## config.mk

```make
export PLATFORM = sky130hd
export DESIGN_NAME = mips_mem_sequencer
export DESIGN_NICKNAME = d
export VERILOG_FILES = /design/src/rtl/mips_mem_sequencer_pkg.sv /design/src/rtl/mips_mem_sequencer_mem_wait_timer.sv /design/src/rtl/mips_mem_sequencer.sv
export SDC_FILE = /design/constraint.sdc
export NUM_CORES = 1
export LEC_CHECK = 0
export CAP_MARGIN = 25
export CORE_AREA = 2 2 39 41
export DETAILED_ROUTE_END_ITERATION = 8
export DIE_AREA = 0 0 41 43
export PLACE_DENSITY = 0.52
export SETUP_SLACK_MARGIN = 0.4
export SLEW_MARGIN = 20
export SYNTH_ARGS = -nofsm -noshare
export SYNTH_HDL_FRONTEND = slang
export SYNTH_HIERARCHICAL = 1
export SYNTH_SLANG_ARGS = --single-unit
export TNS_END_PERCENT = 100
```

## constraint.sdc

```tcl
create_clock -name i_clock -period 1.2 [get_ports i_clock]
set_clock_uncertainty 0.1 [all_clocks]
set_input_delay 0.12 -clock i_clock [delete_from_list [all_inputs] [get_ports i_clock]]
set_output_delay 0.12 -clock i_clock [all_outputs]
set_load 0.02 [all_outputs]
```

## src/rtl/mips_mem_sequencer_pkg.sv

```systemverilog
// Shared state encoding, address-select codes and control-strobe bundle for the
// multi-cycle memory sequencer.
package mips_mem_sequencer_pkg;

    typedef enum logic [2:0] {
        SEQ_FETCH  = 3'd0,
        SEQ_DECODE = 3'd1,
        SEQ_MEM    = 3'd2,
        SEQ_WB     = 3'd3,
        SEQ_TRAP   = 3'd4
    } seq_state_t;

    localparam logic ADDR_PC   = 1'b0;
    localparam logic ADDR_DATA = 1'b1;

    typedef struct packed {
        logic mem_req;
        logic mem_addr_sel;
        logic mem_word_we;
        logic mem_byte_we;
        logic ir_we;
        logic mdr_we;
        logic rf_we;
        logic pc_we;
        logic trap;
    } seq_ctrl_t;

    function automatic logic is_mem_op(input logic rd, input logic wwe, input logic bwe);
        return rd | wwe | bwe;
    endfunction

endpackage

```

## src/rtl/mips_mem_sequencer_mem_wait_timer.sv

```systemverilog
// Counts un-acked memory request cycles; expired flags the last cycle allowed
// before the sequencer gives up on the request.
module mem_wait_timer #(
    parameter int MAX_WAIT = 15,
    parameter int WAIT_W   = 4
) (
    input  logic i_clock,
    input  logic i_reset,
    input  logic i_clear,
    input  logic i_enable,
    output logic o_expired
);

    logic [WAIT_W-1:0] r_count;

    always_ff @(posedge i_clock or posedge i_reset) begin
        if (i_reset)
            r_count <= '0;
        else if (i_clear)
            r_count <= '0;
        else if (i_enable)
            r_count <= r_count + 1'b1;
    end

    assign o_expired = (r_count == WAIT_W'(MAX_WAIT - 1));

endmodule

```

## src/rtl/mips_mem_sequencer.sv

```systemverilog
// Multi-cycle FETCH/DECODE/MEM/WB sequencer sharing one memory port.
// Optional request timeout with sticky bus_error: define MEM_TIMEOUT_EN.
module mips_mem_sequencer
    import mips_mem_sequencer_pkg::*;
#(
    parameter int MAX_WAIT = 15,
    parameter int WAIT_W   = 4
) (
    input  logic       i_clock,
    input  logic       i_reset,
    input  logic       i_mem_read,
    input  logic       i_word_we,
    input  logic       i_byte_we,
    input  logic       i_writeenable,
    input  logic       i_except,
    input  logic       i_mem_ready,
    output logic       o_mem_req,
    output logic       o_mem_addr_sel,
    output logic       o_mem_word_we,
    output logic       o_mem_byte_we,
    output logic       o_ir_we,
    output logic       o_mdr_we,
    output logic       o_rf_we,
    output logic       o_pc_we,
    output logic       o_trap,
    output logic       o_bus_error,
    output logic [2:0] o_state
);

    if ((2 ** WAIT_W) <= (MAX_WAIT - 1)) begin : g_wait_w_too_small
        $error("WAIT_W too narrow for MAX_WAIT");
    end

    seq_state_t r_state;
    seq_state_t w_next;
    seq_ctrl_t  w_ctrl;
    logic       w_mem_op;
    logic       w_timeout;

    assign w_mem_op = is_mem_op(i_mem_read, i_word_we, i_byte_we);

`ifdef MEM_TIMEOUT_EN
    logic w_expired;
    logic w_timer_clr;
    logic r_bus_error;

    // Clear on every entry into a requesting state so each request gets a fresh budget.
    assign w_timer_clr = (w_next != r_state) && ((w_next == SEQ_FETCH) || (w_next == SEQ_MEM));

    mem_wait_timer #(
        .MAX_WAIT (MAX_WAIT),
        .WAIT_W   (WAIT_W)
    ) u_wait_timer (
        .i_clock   (i_clock),
        .i_reset   (i_reset),
        .i_clear   (w_timer_clr),
        .i_enable  (w_ctrl.mem_req & ~i_mem_ready),
        .o_expired (w_expired)
    );

    assign w_timeout = w_expired & w_ctrl.mem_req & ~i_mem_ready;

    always_ff @(posedge i_clock or posedge i_reset) begin
        if (i_reset)
            r_bus_error <= 1'b0;
        else if (w_timeout)
            r_bus_error <= 1'b1;
    end

    assign o_bus_error = r_bus_error;
`else
    assign w_timeout   = 1'b0;
    assign o_bus_error = 1'b0;
`endif

    always_ff @(posedge i_clock or posedge i_reset) begin
        if (i_reset)
            r_state <= SEQ_FETCH;
        else
            r_state <= w_next;
    end

    // An ack always beats a coincident timeout.
    always_comb begin
        w_next = r_state;
        case (r_state)
            SEQ_FETCH: begin
                if (i_mem_ready)
                    w_next = SEQ_DECODE;
                else if (w_timeout)
                    w_next = SEQ_TRAP;
            end
            SEQ_DECODE: begin
                if (i_except)
                    w_next = SEQ_TRAP;
                else if (w_mem_op)
                    w_next = SEQ_MEM;
                else
                    w_next = SEQ_FETCH;
            end
            SEQ_MEM: begin
                if (i_mem_ready)
                    w_next = i_mem_read ? SEQ_WB : SEQ_FETCH;
                else if (w_timeout)
                    w_next = SEQ_TRAP;
            end
            SEQ_WB:   w_next = SEQ_FETCH;
            SEQ_TRAP: w_next = SEQ_TRAP;
            default:  w_next = SEQ_FETCH;
        endcase
    end

    always_comb begin
        w_ctrl = '0;
        case (r_state)
            SEQ_FETCH: begin
                w_ctrl.mem_req      = 1'b1;
                w_ctrl.mem_addr_sel = ADDR_PC;
                w_ctrl.ir_we        = i_mem_ready;
            end
            SEQ_DECODE: begin
                if (!i_except && !w_mem_op) begin
                    w_ctrl.rf_we = i_writeenable;
                    w_ctrl.pc_we = 1'b1;
                end
            end
            SEQ_MEM: begin
                w_ctrl.mem_req      = 1'b1;
                w_ctrl.mem_addr_sel = ADDR_DATA;
                w_ctrl.mem_word_we  = i_word_we;
                w_ctrl.mem_byte_we  = i_byte_we;
                w_ctrl.mdr_we       = i_mem_ready & i_mem_read;
                w_ctrl.pc_we        = i_mem_ready & ~i_mem_read;
            end
            SEQ_WB: begin
                w_ctrl.rf_we = 1'b1;
                w_ctrl.pc_we = 1'b1;
            end
            SEQ_TRAP: w_ctrl.trap = 1'b1;
            default:  w_ctrl = '0;
        endcase
    end

    // Strobes are forced low for the whole reset pulse, not just after the edge.
    assign o_mem_req      = w_ctrl.mem_req      & ~i_reset;
    assign o_mem_addr_sel = w_ctrl.mem_addr_sel & ~i_reset;
    assign o_mem_word_we  = w_ctrl.mem_word_we  & ~i_reset;
    assign o_mem_byte_we  = w_ctrl.mem_byte_we  & ~i_reset;
    assign o_ir_we        = w_ctrl.ir_we        & ~i_reset;
    assign o_mdr_we       = w_ctrl.mdr_we       & ~i_reset;
    assign o_rf_we        = w_ctrl.rf_we        & ~i_reset;
    assign o_pc_we        = w_ctrl.pc_we        & ~i_reset;
    assign o_trap         = w_ctrl.trap         & ~i_reset;
    assign o_state        = i_reset ? 3'd0 : r_state;

endmodule

```

==> impl_metrics.yaml <==
clock_tree:
  root_buffer: "clkbuf_4"
  clk_pin_slew_ns: 0.03
  clockBufferDepth: 2
  cts_hold_buf: 0
  h-tree-depth: 1
  cts_buffers: 3
  cts.sinks: 3
  clkLatencyLatePin_ns: 0.23
  cts_tree: "done"
sta:
  drv_slew: 0
  setup_violations: 15
  max_freq_mhz: 642.7
  setup_slack_ns: -0.3558
  rsz0062_at_grt: "true"
  fin_crit_ns: 1.556
  finalHoldViolCount: 0
  post-route-period-util: 1.297
  whs_ns: 0.1277
power_and_ir_drop:
  combinationalPowerShare: 0.255
  power_density_nw_per_um2: 420.4
  power.share.clock: 0.467
  max-vdd-ir-drop_v: 0.0003823
  p_sw_frac: 0.2441
  power.internal_uw: 276.4
  power_frac_seq: 0.278
  leakagePower_nw: 0.3792
  switchingPower_uw: 89.23
  p_total_uw: 365.6
final_layout:
  antenna_cells: 0
  top_register: "r_state"
  largest_reg_flops: 3
  syn2layout_area_growth_pct: 203.5
  final_cell_count_no_fill: 98
  drive_gt1_frac: 0.7805
  nNetsFinal: 91
  layout_commonest_cell: "buf_6"
  layout_common_cells: "19 x buf_6, 12 x buf_4, 4 x dlygate4sd2_1"
  reg.largest.list: "r_state (3)"
detailed_routing:
  drc: 0
  first_iter_violations: 5
  ant_nets: 0
  wl_per_cell_microns: 12.29
  vias_per_cell: 4.510
  via_count: 442
  dr.pass1.iters: 4
  wl_microns: 1204
floorplan:
  start_util: 0.2071
  die-area_sq_um: 1763
  io_pins: 21
  rows: 14
  die_w_microns: 41
  core_sq_um: 1384
  die_y_microns: 43
job:
  cap_violations: 0
critical_path:
  worstPathMaxFanout: 4
  crit_chain: "nor4b_4, and3_4, buf_6"
  setup.worst_path.end_class: "output pin"
  slowest_stage: "dfrtp_1"
  crit_path_start: "r_state[0]$_DFFE_PP0P_"
  crit_required_ns: 0.98
  crit_family: "simple AND/OR/NAND/NOR gates"
  cp-start-kind: "register"
  r2r_start: "r_state[0]$_DFFE_PP0P_"
  critical_path_class: "register to output pin"
  arrival_ns: 1.34
  crit_buf_inv: 1
  slowest_delay_ns: 0.40
synth:
  syn_area_per_cell_sq_um: 7.163
  synth-compound-area-share: 0.1223
  synth_mux_area_frac: 0
  synth_edf_count: 0
  synthCells: 40
  ys_ff_latch: 3
  synth_top_family_by_area: "simple AND/OR/NAND/NOR gates"
  synth_nets: 48
  syn_area_sq_um: 286.5
  yosys_warnings: 6
  synthXorXnorAreaFrac: 0
  synth.distinct_cells: 21
  synth-simple-area-share: 0.4803
  synthAdderAreaFrac: 0
  yosysSeqAreaShare: 0.2620
  async_flop_share: 1.000
  synth_top_flop_cell: "dfrtp_1"
global_routing:
  grt_overflow: 0
  grtUsageTotal: 0.1460
  antenna_found_initial: 0
  grt_first_pass_wirelength_microns: 1773
  grt_max_degree: 7
  grt_pass1_vias: 446
hold_path:
  hp-class: "primary input to asynchronous set/reset pin"
run_status:
  status: "finished with violations"
  violations: "setup timing"
place:
  placed_cells: 86
  io_buffer_count: 19
  pre_cts_ws_ns: -0.8016
  dp_hpwl_microns: 753.7
  gp_congestion: 0.7191
## layer usage
metal	wire length (microns)	global-route usage	share of wire
met1	430	0.1591	0.36
met2	624	0.2469	0.52
met3	113	0.05236	0.094
met4	36	0.04667	0.030
met5	0	0	0
## kinds of logic (layout without fill, tap and decap cells)
| logic type | count (synthesis) | after routing |
|---|---|---|
| other cells | 1 | 1 |
| simple gates | 23 | 23 |
| flops | 3 | 3 |
| compound gates | 6 | 6 |
| buf+inv | 7 | 49 |
## path summary, 6_finish.rpt
kind,end,slack (ns),depth (start not counted)
setup / recovery,o_mdr_we,-0.36,3
hold / removal,r_state[2]$_DFFE_PP0P_,0.13,4
setup reg to reg,r_state[1]$_DFFE_PP0P_,-0.14,6
hold reg to reg,r_state[2]$_DFFE_PP0P_,0.58,3
max in group asynchronous,r_state[1]$_DFFE_PP0P_,0.77,4
min in group i_clock,r_state[0]$_DFFE_PP0P_,0.50,5
## synthesized netlist by cell type (2+ instances only)
library cell	n	area (sq um)
nor2_1	5	18.77
a21oi_1	3	15.01
and3_1	3	18.77
dfrtp_1	3	75.07
inv_1	3	11.26
nand2_1	3	11.26
and2_1	2	12.51
buf_4	2	15.01
nand2b_1	2	12.51
nor2b_1	2	12.51
nor3_1	2	10.01
## power groups by stage
stage                     logic (mW)  registers [mW]  clock network, mW
final                         0.0931           0.102              0.171
after detailed placement      0.0823           0.103                  0
after global placement        0.0824           0.103                  0
after floorplan               0.0238           0.103                  0
after CTS                     0.0892           0.102              0.180
after global routing           0.101           0.102              0.193
## stage by stage
stage               instance area (sq um)  TNS, ns    util
floorplan                           354.1  -0.5447       -
global placement                    643.1   -8.269  0.4647
detailed placement                  643.1   -8.294  0.4647
CTS                                 797.0   -2.978  0.5759
global route                        869.6   -4.122  0.6284
finish                              869.6   -3.410  0.6284
## final cells by class
class	instances	area, sq um
Tap cell	16	20.02
Timing Repair Buffer	41	404.1
Sequential cell	3	77.57
Inverter	4	17.52
Clock buffer	4	26.28
Multi-Input combinational cell	30	324.1
Fill cell	131	514.2
## worst reg2reg max path: stages, from the launching register on
cell and delay, ns:
dfrtp_1 0.38, buf_4 0.14, buf_8 0.13, buf_6 0.13, nand2b_4 0.05, nor4_2 0.18
a31o_1 0.16
## what timing repair did
item / in CTS / in global routing
gates resized for setup: 93 / 14
setup buffers: 6 / 2
setup endpoints to repair: 15 / 15
pin swaps: 8 / 5
Power figures use the tool's default switching activity.
